--- config.mk ---
export PLATFORM = sky130hd
export DESIGN_NAME = project_sched
export DESIGN_NICKNAME = d
export VERILOG_FILES = /design/src/rtl/harness_pkg.sv /design/src/rtl/wb_addr_decode.sv /design/src/rtl/project_sched.sv
export SDC_FILE = /design/constraint.sdc
export NUM_CORES = 1
export LEC_CHECK = 0
export CORE_AREA = 2 2 153 155
export CTS_CLUSTER_DIAMETER = 150
export CTS_CLUSTER_SIZE = 12
export DETAILED_ROUTE_END_ITERATION = 8
export DIE_AREA = 0 0 155 157
export GPL_TIMING_DRIVEN = 0
export MAX_ROUTING_LAYER = met4
export PLACE_DENSITY_LB_ADDON = 0.05
export SLEW_MARGIN = 20
export SYNTH_ARGS = -nofsm -noshare
export SYNTH_HDL_FRONTEND = slang
export SYNTH_HIERARCHICAL = 1
export SYNTH_SLANG_ARGS = --single-unit
--- constraint.sdc ---
create_clock -name wb_clk_i -period 2.65 [get_ports wb_clk_i]
set_input_delay 0.3975 -clock wb_clk_i [delete_from_list [all_inputs] [get_ports wb_clk_i]]
set_output_delay 0.3975 -clock wb_clk_i [all_outputs]
set_load 0.01 [all_outputs]
--- src/rtl/harness_pkg.sv ---
// Shared constants and types for the multi-project harness scheduler.
package harness_pkg;

  // Wishbone slave region owned by the harness
  localparam logic [31:0] WB_BASE    = 32'h3000_0000;
  localparam logic [11:0] CTRL_OFF   = 12'hF00;
  localparam logic [11:0] STATUS_OFF = 12'hF04;
  localparam logic [31:0] WIN_STRIDE = 32'h0000_0100;
  localparam int          WIN_SHIFT  = $clog2(WIN_STRIDE);

  // Scheduler phases: running, all-clocks-off gap, timed reset of the incoming project
  typedef enum logic [1:0] {
    ST_RUN = 2'd0,
    ST_GAP = 2'd1,
    ST_RST = 2'd2
  } sched_state_e;

endpackage

--- src/rtl/wb_addr_decode.sv ---
// Combinational address classifier for the harness Wishbone region.
module wb_addr_decode
  import harness_pkg::*;
#(
  parameter int NUM_PROJECTS = 8
) (
  input  logic [31:0] adr,
  output logic        in_range,
  output logic        is_ctrl,
  output logic        is_status,
  output logic        is_window,
  output logic [3:0]  win_idx
);

  // Only the 4 KiB page at WB_BASE belongs to us; anything else is a null target
  assign in_range  = (adr[31:12] == WB_BASE[31:12]);
  assign win_idx   = adr[WIN_SHIFT +: 4];
  assign is_ctrl   = in_range && (adr[11:0] == CTRL_OFF);
  assign is_status = in_range && (adr[11:0] == STATUS_OFF);
  // Window slots past the last project (including the register page) are not windows
  assign is_window = in_range && (win_idx < 4'(NUM_PROJECTS));

endmodule

--- src/rtl/project_sched.sv ---
// Active-project scheduler: Wishbone decode, per-project strobes/readback,
// and the gap + timed-reset sequence on every project switch.
module project_sched
  import harness_pkg::*;
#(
  parameter int NUM_PROJECTS = 8,
  parameter int RESET_CYCLES = 16,
  parameter int GAP_CYCLES   = 2,
  parameter int SEL_W        = $clog2(NUM_PROJECTS)
) (
  input  logic                         wb_clk_i,
  input  logic                         wb_rst_i,
  input  logic                         wbs_stb_i,
  input  logic                         wbs_cyc_i,
  input  logic                         wbs_we_i,
  input  logic [3:0]                   wbs_sel_i,
  input  logic [31:0]                  wbs_adr_i,
  input  logic [31:0]                  wbs_dat_i,
  output logic                         wbs_ack_o,
  output logic [31:0]                  wbs_dat_o,
  output logic [SEL_W-1:0]             proj_sel_o,
  output logic [NUM_PROJECTS-1:0]      proj_clk_en_o,
  output logic [NUM_PROJECTS-1:0]      proj_reset_o,
  output logic [NUM_PROJECTS-1:0]      proj_wb_update_o,
  input  logic [32*NUM_PROJECTS-1:0]   proj_rdata_i
);

  localparam int CNT_MAX = (RESET_CYCLES > GAP_CYCLES) ? RESET_CYCLES : GAP_CYCLES;
  localparam int CNT_W   = $clog2(CNT_MAX + 1);
  localparam logic [NUM_PROJECTS-1:0] ONE = NUM_PROJECTS'(1);

  logic              in_range, is_ctrl, is_status, is_window;
  logic [3:0]        win_idx;

  sched_state_e      state;
  logic [CNT_W-1:0]  cnt;
  logic [SEL_W-1:0]  active;
  logic              dropped;
  logic              ack_q;
  logic [31:0]       dat_q;
  logic [NUM_PROJECTS-1:0] upd_q, clk_en_q, reset_q;

  // CTRL writes are captured at request time and acted on in the ack cycle,
  // so the switch becomes visible on the cycle after ack
  logic              ctrl_wr_q;
  logic [SEL_W-1:0]  ctrl_sel_q;
  logic              ctrl_soft_q;

  logic              req, busy, sel_oob;
  logic              win_wr_ok, win_wr_drop, status_rd;
  logic              ctrl_bad, ctrl_new, ctrl_soft;
  logic              drop_set;
  logic [NUM_PROJECTS-1:0] oh_active;
  logic [31:0]       win_rdata, rd_val;
  logic              unused_bits;

  wb_addr_decode #(.NUM_PROJECTS(NUM_PROJECTS)) u_dec (
    .adr       (wbs_adr_i),
    .in_range  (in_range),
    .is_ctrl   (is_ctrl),
    .is_status (is_status),
    .is_window (is_window),
    .win_idx   (win_idx)
  );

  assign unused_bits = ^{in_range, wbs_dat_i[31:9], wbs_dat_i[7:SEL_W]};

  assign req       = wbs_stb_i & wbs_cyc_i & ~ack_q;
  assign busy      = (state != ST_RUN);
  assign oh_active = ONE << active;
  assign sel_oob   = ({1'b0, ctrl_sel_q} >= (SEL_W+1)'(NUM_PROJECTS));

  // Window writes only land on the running active project with a full-word select
  assign win_wr_ok   = req & wbs_we_i & is_window & (wbs_sel_i == 4'hF)
                     & (win_idx == 4'(active)) & ~busy;
  assign win_wr_drop = req & wbs_we_i & is_window & ~win_wr_ok;
  assign status_rd   = req & ~wbs_we_i & is_status;

  assign ctrl_bad  = ctrl_wr_q & (sel_oob | busy);
  assign ctrl_new  = ctrl_wr_q & ~ctrl_bad & (ctrl_sel_q != active);
  assign ctrl_soft = ctrl_wr_q & ~ctrl_bad & (ctrl_sel_q == active) & ctrl_soft_q;
  assign drop_set  = win_wr_drop | ctrl_bad;

  // Readback slice of the addressed window, valid for any project
  always_comb begin
    win_rdata = '0;
    for (int p = 0; p < NUM_PROJECTS; p++)
      if (win_idx == 4'(p)) win_rdata = proj_rdata_i[32*p +: 32];
  end

  // Read value for the current request; a drop landing this cycle reads as set
  always_comb begin
    rd_val = '0;
    if (is_window) begin
      rd_val = win_rdata;
    end else if (is_ctrl) begin
      rd_val[SEL_W-1:0] = active;
    end else if (is_status) begin
      rd_val[0]           = busy;
      rd_val[1]           = dropped | drop_set;
      rd_val[SEL_W+7:8]   = active;
    end
  end

  // Bus side: single-cycle ack, registered read data, update strobes, sticky dropped
  always_ff @(posedge wb_clk_i) begin
    if (wb_rst_i) begin
      ack_q       <= 1'b0;
      dat_q       <= '0;
      upd_q       <= '0;
      ctrl_wr_q   <= 1'b0;
      ctrl_sel_q  <= '0;
      ctrl_soft_q <= 1'b0;
      dropped     <= 1'b0;
    end else begin
      ack_q       <= req;
      dat_q       <= (req & ~wbs_we_i) ? rd_val : '0;
      upd_q       <= win_wr_ok ? oh_active : '0;
      ctrl_wr_q   <= req & wbs_we_i & is_ctrl;
      ctrl_sel_q  <= wbs_dat_i[SEL_W-1:0];
      ctrl_soft_q <= wbs_dat_i[8];
      if (drop_set)       dropped <= 1'b1;
      else if (status_rd) dropped <= 1'b0;
    end
  end

  // Switch sequencer; clock-enable/reset outputs are registered alongside the state
  always_ff @(posedge wb_clk_i) begin
    if (wb_rst_i) begin
      state    <= ST_RST;
      cnt      <= CNT_W'(RESET_CYCLES);
      active   <= '0;
      clk_en_q <= '0;
      reset_q  <= '1;
    end else begin
      case (state)
        ST_RUN: begin
          if (ctrl_new) begin
            active   <= ctrl_sel_q;
            state    <= ST_GAP;
            cnt      <= CNT_W'(GAP_CYCLES - 1);
            clk_en_q <= '0;
            reset_q  <= '1;
          end else if (ctrl_soft) begin
            state    <= ST_RST;
            cnt      <= CNT_W'(RESET_CYCLES - 1);
            clk_en_q <= oh_active;
            reset_q  <= '1;
          end else begin
            clk_en_q <= oh_active;
            reset_q  <= ~oh_active;
          end
        end
        ST_GAP: begin
          clk_en_q <= '0;
          reset_q  <= '1;
          if (cnt == '0) begin
            state    <= ST_RST;
            cnt      <= CNT_W'(RESET_CYCLES - 1);
            clk_en_q <= oh_active;
          end else begin
            cnt <= cnt - CNT_W'(1);
          end
        end
        ST_RST: begin
          clk_en_q <= oh_active;
          reset_q  <= '1;
          if (cnt == '0) begin
            state   <= ST_RUN;
            reset_q <= ~oh_active;
          end else begin
            cnt <= cnt - CNT_W'(1);
          end
        end
        default: begin
          state    <= ST_RST;
          cnt      <= CNT_W'(RESET_CYCLES - 1);
          clk_en_q <= '0;
          reset_q  <= '1;
        end
      endcase
    end
  end

  assign wbs_ack_o        = ack_q;
  assign wbs_dat_o        = dat_q;
  assign proj_sel_o       = active;
  assign proj_clk_en_o    = clk_en_q;
  assign proj_reset_o     = reset_q;
  assign proj_wb_update_o = upd_q;

endmodule

### After elaboration in Yosys (flattened, before gate mapping)

Index checks and enable logic that the tools add are counted.

* flip-flop bits (word level): 73
* latch bits: 0
* memory bits (writable): 0
* ROM bits: 0
* bits of input ports: 329
* output and inout port bits: 60
* word-level logic and storage cells: 110
* memories kept: 0

* add/sub/neg operators: 1
* multiply operators: 0
* divide/modulo/power cells: 0
* $lt $le $gt $ge: 1
* eq/ne operators: 20
* shift-type cells: 1
* mux-type cells: 34
* bitwise gates (word level): 26
* reductions and logical operators: 14

Operator list (count)
* $mux W32: 8
* $mux W8: 5
* $eq A12 B12 Y1 const B: 2
* $pmux W8 S3: 1
* $eq A20 B18 Y1 const B: 1
* $mux W5: 4
* $and A1 B1 Y1: 16
* $eq A4 B3 Y1 const B: 4
* $pmux W8 S2: 1
* $pmux W5 S3: 1
* $mux W2: 6
* $mux W3: 4
* $eq A4 B2 Y1 const B: 2
* $not A8 Y8: 1
* $shl A1 B3 Y8 const A: 1
* $not A1 Y1: 7
* $ne A2 B2 Y1 const B: 3
* $pmux W2 S3: 1
* $logic_not A5 Y1: 1
* $sub A5 B1 Y5 const B: 1
* $eq A4 B1 Y1 const B: 1
* $eq A4 B3 Y1: 1
* $eq A4 B4 Y1 const B: 1
* $logic_not A4 Y1: 1
* 15 further kinds: 23

### Longest topological paths before layout

Gate-level depths: netlist of run 1.

* word-level depth: 14
* mapped depth: 9
* depth with buffers taken out: 7

### Cells and area by module

Netlist of run 1, hierarchy kept.

By module, submodules not included
* project_sched: times used 1, cells each 585, area an instance 5018.6 um^2, seq. area each 1461.4 um^2
* wb_addr_decode: times used 1, cells each 21, area an instance 167.7 um^2, seq. area each 0.0 um^2

### Worst setup path before layout of run 1

Ideal clock, no wire load.

* kind: input -> register
* start: in wbs_adr_i[31]
* end: reg dat_q[11], in the netlist wbs_dat_o[11]
* setup time: 0.070 ns
* arrival: 2.360 ns
* required time: 2.580 ns
* setup slack: 0.220 ns
* stages: 7
* path buffers: 2
* path through: or4b_4 -> nor4_1 -> or4b_1 -> or2_1 -> buf_2 -> clkbuf_1 -> a21oi_1

* cells in the longest elaborated chain, start to end: 4

RTL lines
* start: declaration: RTL line project_sched.sv:17 `input logic [31:0] wbs_adr_i,`
* $eq A20 B18 Y1: RTL line wb_addr_decode.sv:16 `assign in_range = (adr[31:12] == WB_BASE[31:12]);`
* $logic_and A1 B1 Y1: RTL line wb_addr_decode.sv:21 `assign is_window = in_range && (win_idx < 4'(NUM_PROJECTS));`
* net is_window: RTL line project_sched.sv:32 `logic in_range, is_ctrl, is_status, is_window;`
* $not A1 Y1 (no source line)
* $reduce_or A3 Y1 (no source line)
* end signal: assignment: RTL line project_sched.sv:117 `dat_q <= (req & ~wbs_we_i) ? rd_val : '0;`
* end: declaration: RTL line project_sched.sv:40 `logic [31:0] dat_q;`

The timed path passes the listed nets, and every way through them passes these cells.
A chain may end at the register's enable or synchronous reset.

### Worst setup path after layout of run 1

* start: in wbs_adr_i[13]
* end: reg dat_q[26], in the netlist wbs_dat_o[26]

Same word-level chain as after synthesis.

==> metrics, run 1 <==
min Tclk post-route 2.531 ns; root buffer cell clkbuf_16; Layout area overhead 83.84%; post-route DRC violation count 0; max-capacitance violation count 0; Clk Latency, worst-skew pair 0.35 ns; fin cells 1270; initial DRC count 286; final setup margin 0.1194 ns; total power 3.603 mW; DP Cell Count 1250; vias in the first global route 6238; multi-input logic area 3485 µm²; die area 24340 µm²; syn avg cell area 8.564 µm²; pins over their slew limit 0; routability congestion estimate 0.7988; final core occ 42.33%; final period utilization 95.49%; H-tree Lvls 3; vias per cell 4.731; fillcell total 2315; LEAKAGE 3.673 nW; Clock Skew 0.01102 ns; Hold-fix buffers, CTS 0; DP HPWL 20670 µm; Placed Area 9141 µm²; I/O pin total 389; overall via count from detail_route 6008; die height 157 µm; crit path kind in -> reg; wire length of the first global-routing pass 36350 µm; Hold Fails Final Rpt 0; Total Negative Setup Slacks 0 ns; fmax 395.2 MHz; TritonCTS Buffers 9; hold_ws 0.4797 ns; CP Capture Type flip-flop; largest net degree at the start of global routing 16; startpoint types input port; Worst IR Drop VDD 0.2339 mV; PortBufs 360; Detail Route Antenna Nets 0; row cnt 55; Post-Syn Nets 935; Core Region 22500 µm²; nets@finish 1308; worst slew pin tran 0.7758 ns; status finished clean; Overflow after GRT 0; Setup Viol. Count Final 0; pre-CTS worst setup slack -0.6643 ns; final WL 25040 µm; Netlist Area Pre-Place 5181 µm²; Clock transition at path regs 0.07 ns; clk buf depth 2; Ys Warns 6; global router's overall resource usage 20.65%; Rel. slew slack 48.28%; Die W 155 µm; # clock sinks 73; CTS tree built; final instance area 9525 µm²; Synth Instances 605; Crit Path Max Fanout 10; DR pass1 iterations 5; RSZ-0062 raised after global routing false; initial core utilization 23.02%; FF/Latch Area 1461 µm²; WL/cell 19.71 µm; CP required 2.92 ns; Worst Path Arrival 2.81 ns; worst min path class reg -> reg; initial antenna violation count 2; layout cell share with drive strength beyond 1 12.11%; PwrDens 378.3 nW/µm²
## layer usage
metal / up-vias / GRT usage [%] / share of wire [%]
li1: 2983 / - / -
met4: 0 / 5.159 / 1.6
met5: - / - / 0
met1: 2762 / 23.96 / 42
met3: 19 / 6.333 / 8.4
met2: 244 / 34.94 / 48
## repair_timing
action | in CTS | in global routing
pin swaps | 0 | 2
setup buffers | 1 | 1
setup endpoints to repair | 31 | 34
cloned | 0 | 0
resized for setup | 7 | 23
## final cells by class
| class | count | area share (%) |
|---|---|---|
| tap | 285 | 3.744 |
| antenna | 2 | 0.05254 |
| clock inverter | 7 | 0.6436 |
| buffer | 58 | 3.087 |
| multi-input combinational | 469 | 36.58 |
| inverter | 5 | 0.1970 |
| sequential | 73 | 15.34 |
| clock buffer | 9 | 2.364 |
| timing repair buffer | 362 | 37.99 |
## worst max-delay path: stages
cell and delay, ns:
clkdlybuf4s50_1 0.44, nor4_4 0.36, nand2_1 0.14, nor4_4 0.23
or4b_4 0.50, or2_1 0.22, buf_4 0.18, buf_4 0.19
a21oi_1 0.14
## worst paths after layout
kind                            slack [ns]     startpoint              end  depth (start not counted)
worst min-delay path                  0.48         cnt[4]           cnt[4]                          1
worst max-delay path                  0.12  wbs_adr_i[13]    wbs_dat_o[26]                          9
worst max register to register        0.63  proj_sel_o[2]  proj_reset_o[5]                          4
worst min register to register        0.48         cnt[4]           cnt[4]                          1
## sequential cells by signal, indices dropped and copies added (netlist names)
register	count
proj_sel_o	3
cnt	5
proj_clk_en_o	8
proj_reset_o	8
dropped	1
wbs_ack_o	1
ctrl_soft_q	1
ctrl_sel_q	3
state	2
ctrl_wr_q	1
wbs_dat_o	32
proj_wb_update_o	8
## power breakdown
part           total (mW)  switching (mW)  internal [mW]
sequential           1.19          0.0444           1.14
clock                1.21           0.556          0.653
combinational        1.21           0.466          0.740
## cells in the final DEF, fill, tap and decap left out, types with 7 or more instances in the layout
| cell | n |
|---|---|
| buf_2 | 18 |
| clkbuf_1 | 20 |
| nor2_1 | 70 |
| a21oi_1 | 58 |
| o21ai_0 | 38 |
| a21bo_2 | 23 |
| nor2b_1 | 12 |
| nor3_1 | 11 |
| clkbuf_2 | 7 |
| dfxtp_1 | 73 |
| clkdlybuf4s50_1 | 360 |
| clkbuf_16 | 9 |
| mux4_2 | 28 |
| mux2i_1 | 34 |
| nand2_1 | 43 |
| nand2b_1 | 7 |
| buf_4 | 10 |
| a21o_1 | 48 |
(Power assumes the default switching activity.)
==> inputs of run 2 (changes only) <==
Settings changed: CORE_AREA 2 2 153 155 to 2 2 151 153, DIE_AREA 0 0 155 157 to 0 0 153 155.
Clock period 2.65 ns to 3.2 ns, I/O delays scaled along.
==> metrics, run 2 (synthesis results as in run 1) <==
WL/cell 20.04 µm (+1.7%); nets@finish 1306 (-0.15%); Hold Fails Final Rpt 0 (unchanged); RSZ-0062 raised after global routing false; final core occ 42.46% (+0.13 points); final setup margin 0.1951 ns (+0.07567 ns); Flop pwr share 32.9% (about the same); routability congestion estimate 0.8647 (+8.2%); overall via count from detail_route 5997 (-0.18%); hold_ws 0.4815 ns (+0.001832 ns); H-tree Lvls 3 (unchanged); CTS tree built; Clk Latency, worst-skew pair 0.35 ns (about the same); peak per-stage delay on the critical path 0.57 ns (+0.07 ns); vias in the first global route 6267 (+0.46%); DP Cell Count 1250 (unchanged); pins over their slew limit 0 (unchanged); largest net degree at the start of global routing 16 (unchanged); PwrDens 317.4 nW/µm² (-16%); switching part of the total 29.94% (+0.33 points); Post-CTS Setup Inserts 0 (-1); max-capacitance violation count 0 (unchanged); layout cell share with drive strength beyond 1 10.60% (-1.5 points); crit path cell chain clkdlybuf4s50_1, or4b_4, nor4_2, or4b_1, or2_1, buf_2, clkbuf_1, a21oi_1; Die W 153 µm (-1.3%); Clock transition at path regs 0.07 ns (about the same); worst slew pin tran 0.7109 ns (-0.06489 ns); most common cell after layout, fill and taps aside clkdlybuf4s50_1; Worst Path Arrival 3.28 ns (+0.47 ns); # clock sinks 73 (unchanged); DR pass1 iterations 4 (-1); fillcell total 2294 (-0.91%); Hold-fix buffers, CTS 0 (unchanged); Overflow after GRT 0 (unchanged); pre-CTS worst setup slack -0.2900 ns (+0.3743 ns); clk buf depth 2 (unchanged); max reg flops 32 (unchanged); post-CTS sizing 0 (-7); initial core utilization 23.31% (+0.29 points); CP required 3.47 ns (+0.55 ns); clock power share 33.8% (+0.2 points); Int Power 2.098 mW (-17%); combinational share of power 33.3% (-0.2 points); status finished clean; Rel. slew slack 52.60% (+4.3 points); wire length of the first global-routing pass 37120 µm (+2.1%); slowest CP cell or4b_1; Layout area overhead 82.15%; die area 23720 µm² (-2.5%); final period utilization 93.90%; DP HPWL 21010 µm (+1.6%); CP Capture Type flip-flop; PortBufs 360 (unchanged); Clock Skew 0.009548 ns (-0.001471 ns); Core Region 22230 µm² (-1.2%); root buffer cell clkbuf_16; worst min path class reg -> reg; min Tclk post-route 3.005 ns; most frequent cells in the layout clkdlybuf4s50_1, dfxtp_1, nor2_1; initial DRC count 264 (-7.7%); row cnt 55 (unchanged); final WL 25390 µm (+1.4%); initial antenna violation count 0 (-2); crit path kind in -> reg; fin cells 1267 (-0.24%); total power 2.995 mW (-17%); startpoint types input port; fmax 332.8 MHz; FF/Latch Area 1461 µm² (unchanged); Setup Viol. Count Final 0 (unchanged); die height 155 µm (-1.3%); post-route DRC violation count 0 (unchanged); LEAKAGE 3.618 nW (-1.5%); global router's overall resource usage 21.27% (+0.62 points); TritonCTS Buffers 9 (unchanged); Crit Path Max Fanout 10 (unchanged); I/O pin total 389 (unchanged); multi-input logic area 3438 µm² (-1.3%); Detail Route Antenna Nets 0 (unchanged); P_sw 0.8968 mW (-16%); vias per cell 4.733 (about the same); Worst IR Drop VDD 0.2167 mV (-7.3%)
==> run 2: cell count changes in the layout (fill, tap and decap cells not counted), moves of 2 or more <==
cell | previous run | this run
clkbuf_1 | 20 | 27
clkbuf_2 | 7 | 0
buf_4 | 10 | 5
nor4_4 | 3 | 0
buf_1 | 3 | 5
buf_2 | 18 | 20
clkinv_4 | 1 | 3
nor4_2 | 2 | 4
==> run 2: worst max-delay path: cells and delay by family <==
family	cells	cell delay, ns
AOI/OAI and AO/OA	1	0.23
buffers and inverters	3	0.89
and+or+nand+nor	4	1.67
==> run 2: through the flow <==
step | setup TNS [ns] | area (µm²)
floorplan | 0 | 5181
global placement | -4.855 | 9141
detailed placement | -4.286 | 9141
CTS | 0 | 9429
global route | 0 | 9435
finish | 0 | 9438
==> run 2: final timing paths <==
| kind | end | slack [ns] | cells after the start | start |
|---|---|---|---|---|
| worst min-delay path | cnt[4] | 0.48 | 1 | cnt[4] |
| worst max-delay path | wbs_dat_o[12] | 0.20 | 8 | wbs_adr_i[31] |
| worst max register to register | wbs_dat_o[12] | 1.07 | 6 | wbs_ack_o |
| worst min register to register | cnt[4] | 0.48 | 1 | cnt[4] |
==> run 2: area by class of cell <==
| cell class | instances | area share [%] |
|---|---|---|
| tap | 285 | 3.778 |
| clock buffer | 9 | 2.386 |
| sequential | 73 | 15.48 |
| inverter | 5 | 0.1989 |
| timing repair buffer | 360 | 38.18 |
| buffer | 58 | 2.850 |
| clock inverter | 7 | 0.6629 |
| antenna | 1 | 0.02651 |
| multi-input combinational | 469 | 36.43 |
==> run 2: power by group through the flow <==
stage / combinational [mW] / clock (mW) / sequential [mW]
floorplan: 0.481 / 0 / 0.998
global placement: 0.996 / 0 / 1.01
detailed placement: 1.00 / 0 / 1.01
CTS: 1.01 / 1.04 / 0.985
global route: 1.09 / 1.08 / 0.991
finish: 0.997 / 1.01 / 0.985
==> run 2: per-layer routing <==
metal	up-vias	share of wire, %	track usage (%)
li1	2973	-	-
met1	2776	43	25.63
met2	224	49	36.15
met3	24	6.4	5.237
met4	0	1.7	4.718
met5	-	0	-
==> inputs of run 3 (changes only) <==
Settings changed: CTS_CLUSTER_SIZE 12 to 14, SETUP_SLACK_MARGIN set to 0.4.
==> metrics, run 3 (synthesis results as in run 1) <==
H-tree Lvls 3 (unchanged); Crit Path Max Fanout 10 (unchanged); status finished clean; initial core utilization 23.31% (unchanged); worst hold stages 1 (unchanged); I/O pin total 389 (unchanged); row cnt 55 (unchanged); P_sw 0.8997 mW (+0.33%); min-delay src cnt[4]; fmax 373.7 MHz (+12%); Worst IR Drop VDD 0.2158 mV (-0.44%); worst min path class reg -> reg; layout cell share with drive strength beyond 1 11.80% (+1.2 points); Clock transition at path regs 0.07 ns (about the same); Int Power 2.101 mW (+0.12%); Layout area overhead 83.84%; Rel. slew slack 50.71% (-1.9 points); initial antenna violation count 0 (unchanged); Core Region 22230 µm² (unchanged); final core occ 42.85% (+0.39 points); vias in the first global route 6263 (-0.064%); DP Cell Count 1250 (unchanged); max reg flops 32 (unchanged); die height 155 µm (unchanged); overall via count from detail_route 6039 (+0.70%); worst r2r path cells 4 (-2); CP Capture Type flip-flop; vias per cell 4.759 (+0.54%); final period utilization 83.62% (-10 points); PwrDens 315.0 nW/µm² (-0.74%); final instance area 9525 µm² (+0.93%); TritonCTS Buffers 9 (unchanged); post-route DRC violation count 0 (unchanged); hold_ws 0.4807 ns (-0.0008560 ns); initial DRC count 263 (-0.38%); DP HPWL 21010 µm (unchanged); Setup Viol. Count Final 0 (unchanged); nets@finish 1308 (+0.15%); peak per-stage delay on the critical path 0.50 ns (-0.07 ns); switching part of the total 29.98% (+0.043 points); pins over their slew limit 0 (unchanged); routability congestion estimate 0.8647 (unchanged); die area 23720 µm² (unchanged); Overflow after GRT 0 (unchanged); root buffer cell clkbuf_16; DR pass1 iterations 5 (+1); RSZ-0062 raised after global routing false; R2R Setup Slk 1.21 ns (+0.14 ns); Flop pwr share 32.8% (about the same); Hold-fix buffers, CTS 0 (unchanged); LEAKAGE 3.662 nW (+1.2%); most frequent cells in the layout clkdlybuf4s50_1, dfxtp_1, nor2_1; most frequent CP cell nor4_4; Detail Route Antenna Nets 0 (unchanged); most common cell after layout, fill and taps aside clkdlybuf4s50_1; WL/cell 20.06 µm (about the same); final WL 25450 µm (+0.24%); reg2reg end proj_reset_o[3]; PortBufs 360 (unchanged); total power 3.001 mW (+0.18%); Clock Skew 0.01014 ns (+0.0005899 ns); Hold EP cnt[4]; CTS tree built; clock power share 33.7% (about the same); slowest CP cell or4b_4; Hold Fails Final Rpt 0 (unchanged); fillcell total 2281 (-0.57%); Clk Latency, worst-skew pair 0.35 ns (about the same); CP required 3.47 ns (about the same); Placed Area 9141 µm² (unchanged); largest net degree at the start of global routing 16 (unchanged); combinational share of power 33.5% (+0.2 points); crit path kind in -> reg; max-capacitance violation count 0 (unchanged); fin cells 1269 (+0.16%); wire length of the first global-routing pass 37120 µm (unchanged); Worst Path Arrival 2.95 ns (-0.33 ns); # clock sinks 73 (unchanged); crit path cell chain clkdlybuf4s50_1, nor4_4, nand2_1, nor4_4, or4b_4, or2_1, clkbuf_4, buf_4, a21oi_2; startpoint types input port; global router's overall resource usage 21.26% (about the same); worst slew pin tran 0.7394 ns (+0.02849 ns); min Tclk post-route 2.676 ns (-0.3289 ns); Die W 153 µm (unchanged); clk buf depth 2 (unchanged); Critical R2R Launch proj_sel_o[0]
## run 3: worst max path at each step
stage	start	to	depth (start not counted)
global route	wbs_adr_i[22]	wbs_dat_o[21]	9
floorplan	wbs_adr_i[31]	wbs_dat_o[11]	7
CTS	wbs_adr_i[31]	wbs_dat_o[12]	8
finish	wbs_adr_i[22]	wbs_dat_o[21]	9
detailed placement	wbs_adr_i[31]	wbs_dat_o[12]	8
global placement	wbs_adr_i[16]	wbs_dat_o[12]	9
## run 3: cell type report
class | count | area (µm²) | share of cell area, %
Sequential cell | 73 | 1461 | 15.34
Multi-Input combinational cell | 469 | 3497 | 36.71
Buffer | 58 | 282.8 | 2.969
Antenna cell | 1 | 2.502 | 0.02627
Tap cell | 285 | 356.6 | 3.744
Clock inverter | 7 | 62.56 | 0.6568
Clock buffer | 9 | 225.2 | 2.364
Timing Repair Buffer | 362 | 3618 | 37.99
Inverter | 5 | 18.77 | 0.1970
## run 3: critical path, delay by kind of cell
kind | cells | cell delay, ns
simple gates | 5 | 1.46
compound gates | 1 | 0.15
buf+inv | 3 | 0.85
## run 3: routing by layer
metal / vias up / part of all wire (%) / GRT usage (%)
met3: 21 / 6.9 / 5.237
met1: 2796 / 42 / 25.63
met4: 0 / 1.7 / 4.718
met5: - / 0 / -
li1: 2982 / - / -
met2: 240 / 49 / 36.13
## run 3: power groups by stage
| stage | sequential (mW) | clock, mW | combinational [mW] |
|---|---|---|---|
| after floorplan | 0.998 | 0 | 0.481 |
| after global placement | 1.01 | 0 | 0.996 |
| after detailed placement | 1.01 | 0 | 1.00 |
| after CTS | 0.985 | 1.04 | 1.01 |
| after global routing | 0.991 | 1.08 | 1.10 |
| final | 0.985 | 1.01 | 1.00 |
## run 3: what timing repair did
| action | in CTS | in global routing |
|---|---|---|
| gates resized for setup | 8 | 14 |
| endpoints found under the setup margin | 30 | 31 |
| pin swaps | 0 | 4 |
| setup buffers | 0 | 2 |
## run 3: through the flow
stage | setup TNS [ns] | worst slack, ns
2_1_floorplan | 0 | 0.6988
3_3_place_gp | -4.855 | -0.2795
3_5_place_dp | -4.286 | -0.2900
4_1_cts | 0 | 0.3859
5_1_grt | 0 | 0.4141
6_report | 0 | 0.5240
==> patch (config.mk and constraints of run 3) <==
Take the reset off `dat_q` and load it in a clocked block of its own.
--- a/src/rtl/project_sched.sv
+++ b/src/rtl/project_sched.sv
@@ -108,3 +108,2 @@
       ack_q       <= 1'b0;
-      dat_q       <= '0;
       upd_q       <= '0;
@@ -116,3 +115,2 @@
       ack_q       <= req;
-      dat_q       <= (req & ~wbs_we_i) ? rd_val : '0;
       upd_q       <= win_wr_ok ? oh_active : '0;
@@ -124,2 +122,6 @@
     end
+  end
+
+  always_ff @(posedge wb_clk_i) begin
+    dat_q <= (req & ~wbs_we_i) ? rd_val : '0;
   end
Check against the original RTL: not equivalent (a bounded check fails within 4 cycles, from zero or initial values and one cycle with wb_rst_i high).
==> patch against run 3 <==
Design area is 3.6% lower. Worst setup slack improved by 0.038 ns. Sequential share of layout area grew 0.57 points. Sequential cell count did not move. Synthesized area is 5.3% lower. Non-clock buffer count decreased by 4. Combinational power down 8%. Via count grew 1.8%. Die area unchanged. Power shrank 2.2%. Sequential power about the same. Clock skew down 0.0012 ns. Wire length is 4.7% higher. Largest cell class unchanged.
==> patch: results (changes against run 3) <==
.. list-table::
   :header-rows: 1

   * - Metric
     - Value
   * - Leakage power of the design
     - 0.00327 uW (-11%)
   * - Arrival time at the worst endpoint
     - 2.91 ns (-0.04 ns)
   * - Hold Crit Class
     - reg -> reg
   * - CTS H-Tree Depth
     - 3 (unchanged)
   * - Met3 demand-to-capacity share in global routing
     - 5.88% (+0.64 points)
   * - Number of flip-flops under the largest register name
     - 32 (unchanged)
   * - Grt met2 use
     - 38.2% (+2.1 points)
   * - # port buffers
     - 359 (-0.28%)
   * - Outcome
     - completed
   * - Proportion of layout cells with a drive suffix above 1
     - 8.72% (-3.1 points)
   * - Half-perimeter wire length after detailed placement
     - 21900 um (+4.2%)
   * - Worst skew pair latency
     - 0.35 ns (about the same)
   * - RD Place Congestion
     - 0.817 (-5.5%)
   * - Slowest cell on the critical path
     - sky130_fd_sc_hd__nor4_2
   * - Tightest Pin Transition
     - 0.754 ns (+0.0146 ns)
   * - Longest Clk Path Bufs
     - 2 (unchanged)
   * - Initial antenna violation count
     - 3 (+3)
   * - GRT Util Overall
     - 22.8% (+1.5 points)
   * - Sum of routed wire length over all layers
     - 26600 um (+4.7%)
   * - First-pass GRT wire length
     - 39600 um (+6.7%)
   * - Number of instances in the synthesized netlist
     - 622 (+2.8%)
   * - Largest voltage drop on the vdd net
     - 0.209 mV (-3.4%)
   * - Skew final
     - 0.00890 ns (-0.00124 ns)
   * - Count of yosys warnings during synthesis
     - 6 (unchanged)
   * - DR vias/cell
     - 4.78 (+0.41%)
   * - Top fanout value on the critical path
     - 10 (unchanged)
   * - Library cell used as clock root buffer
     - sky130_fd_sc_hd__clkbuf_16
   * - Critical path's top delay family
     - simple AND/OR/NAND/NOR gates
   * - Final setup violation count
     - 0 (unchanged)
   * - Synth Net Count
     - 952 (+1.8%)
   * - Filler-free cell count of the finished design
     - 1286 (+1.3%)
   * - Post-Place Setup Slack
     - -0.795 ns (-0.505 ns)
   * - First DRT Iteration DRCs
     - 202 (-23%)
   * - Number of detailed-routing iterations run before antenna repair
     - 4 (-1)
   * - Largest net degree at the start of global routing
     - 16 (unchanged)
   * - TritonCTS buffer count
     - 9 (unchanged)
   * - Met1 routing resource usage after global routing
     - 27.6% (+2.0 points)
   * - Peak per-stage delay on the critical path
     - 0.43 ns (-0.07 ns)
   * - Number of global-route vias before repair
     - 6414 (+2.4%)
   * - Post-CTS clock slew at the launch and capture registers of the worst setup and hold paths
     - 0.07 ns (about the same)
-- patch: layer usage --
metal,share of wire (%),wire length [um],up-vias
met3,6.4,1690,16
met1,44,11700,2849
met2,49,12900,223
met4,1.1,282,0
li1,-,-,3057
met5,0,0,-
-- patch: report_power, final --
part           switching (uW)  internal [uW]  leakage (uW)  total, uW
clock network             488            540      0.000135       1030
logic                     374            548       0.00255        922
registers                37.1            948      0.000591        985
total                     899           2040       0.00327       2930
-- patch: repair_timing --
action / in CTS / in global routing
gates resized for setup: 4 / 1
pin swaps: 1 / 0
buffers inserted: 1 / 0
setup endpoints to repair: 21 / 1
-- patch: layout make-up --
cell class | instances | area (sq um)
tap | 285 | 357
antenna | 3 | 7.51
buffer | 56 | 278
fill | 2339 | 13000
clock buffer | 9 | 225
timing repair buffer | 360 | 3600
inverter | 14 | 52.6
multi-input combinational | 479 | 3140
sequential | 73 | 1460
clock inverter | 7 | 61.3
-- patch: path summary, 6_finish.rpt --
check	from	end	slack, ns	depth (start not counted)
min reg2reg	ctrl_soft_q$_SDFF_PP0_	state[1]$_SDFFE_PP1P_	0.47	2
min	ctrl_soft_q$_SDFF_PP0_	state[1]$_SDFFE_PP1P_	0.47	2
max	wbs_adr_i[13]	wbs_dat_o[26]$_SDFF_PN0_	0.56	9
max reg2reg	proj_sel_o[2]$_SDFFE_PP0P_	proj_reset_o[6]$_SDFF_PP1_	1.04	7
-- patch: worst register-to-register path, cell delays in order, from the launching register on --
cell and delay (ns):
sky130_fd_sc_hd__dfxtp_1 0.35, sky130_fd_sc_hd__clkbuf_1 0.43, sky130_fd_sc_hd__xnor2_1 0.20, sky130_fd_sc_hd__nand4b_1 0.14, sky130_fd_sc_hd__a311o_1 0.36, sky130_fd_sc_hd__buf_2 0.18
sky130_fd_sc_hd__nor2_1 0.23, sky130_fd_sc_hd__nand4_1 0.13
-- patch: stage by stage --
| step | instance area [sq um] | power (uW) |
|---|---|---|
| CTS | 9170 | 2970 |
| global route | 9180 | 3090 |
| finish | 9180 | 2930 |
| detailed placement | 8850 | 1930 |
| global placement | 8850 | 1930 |
| floorplan | 4900 | 1410 |
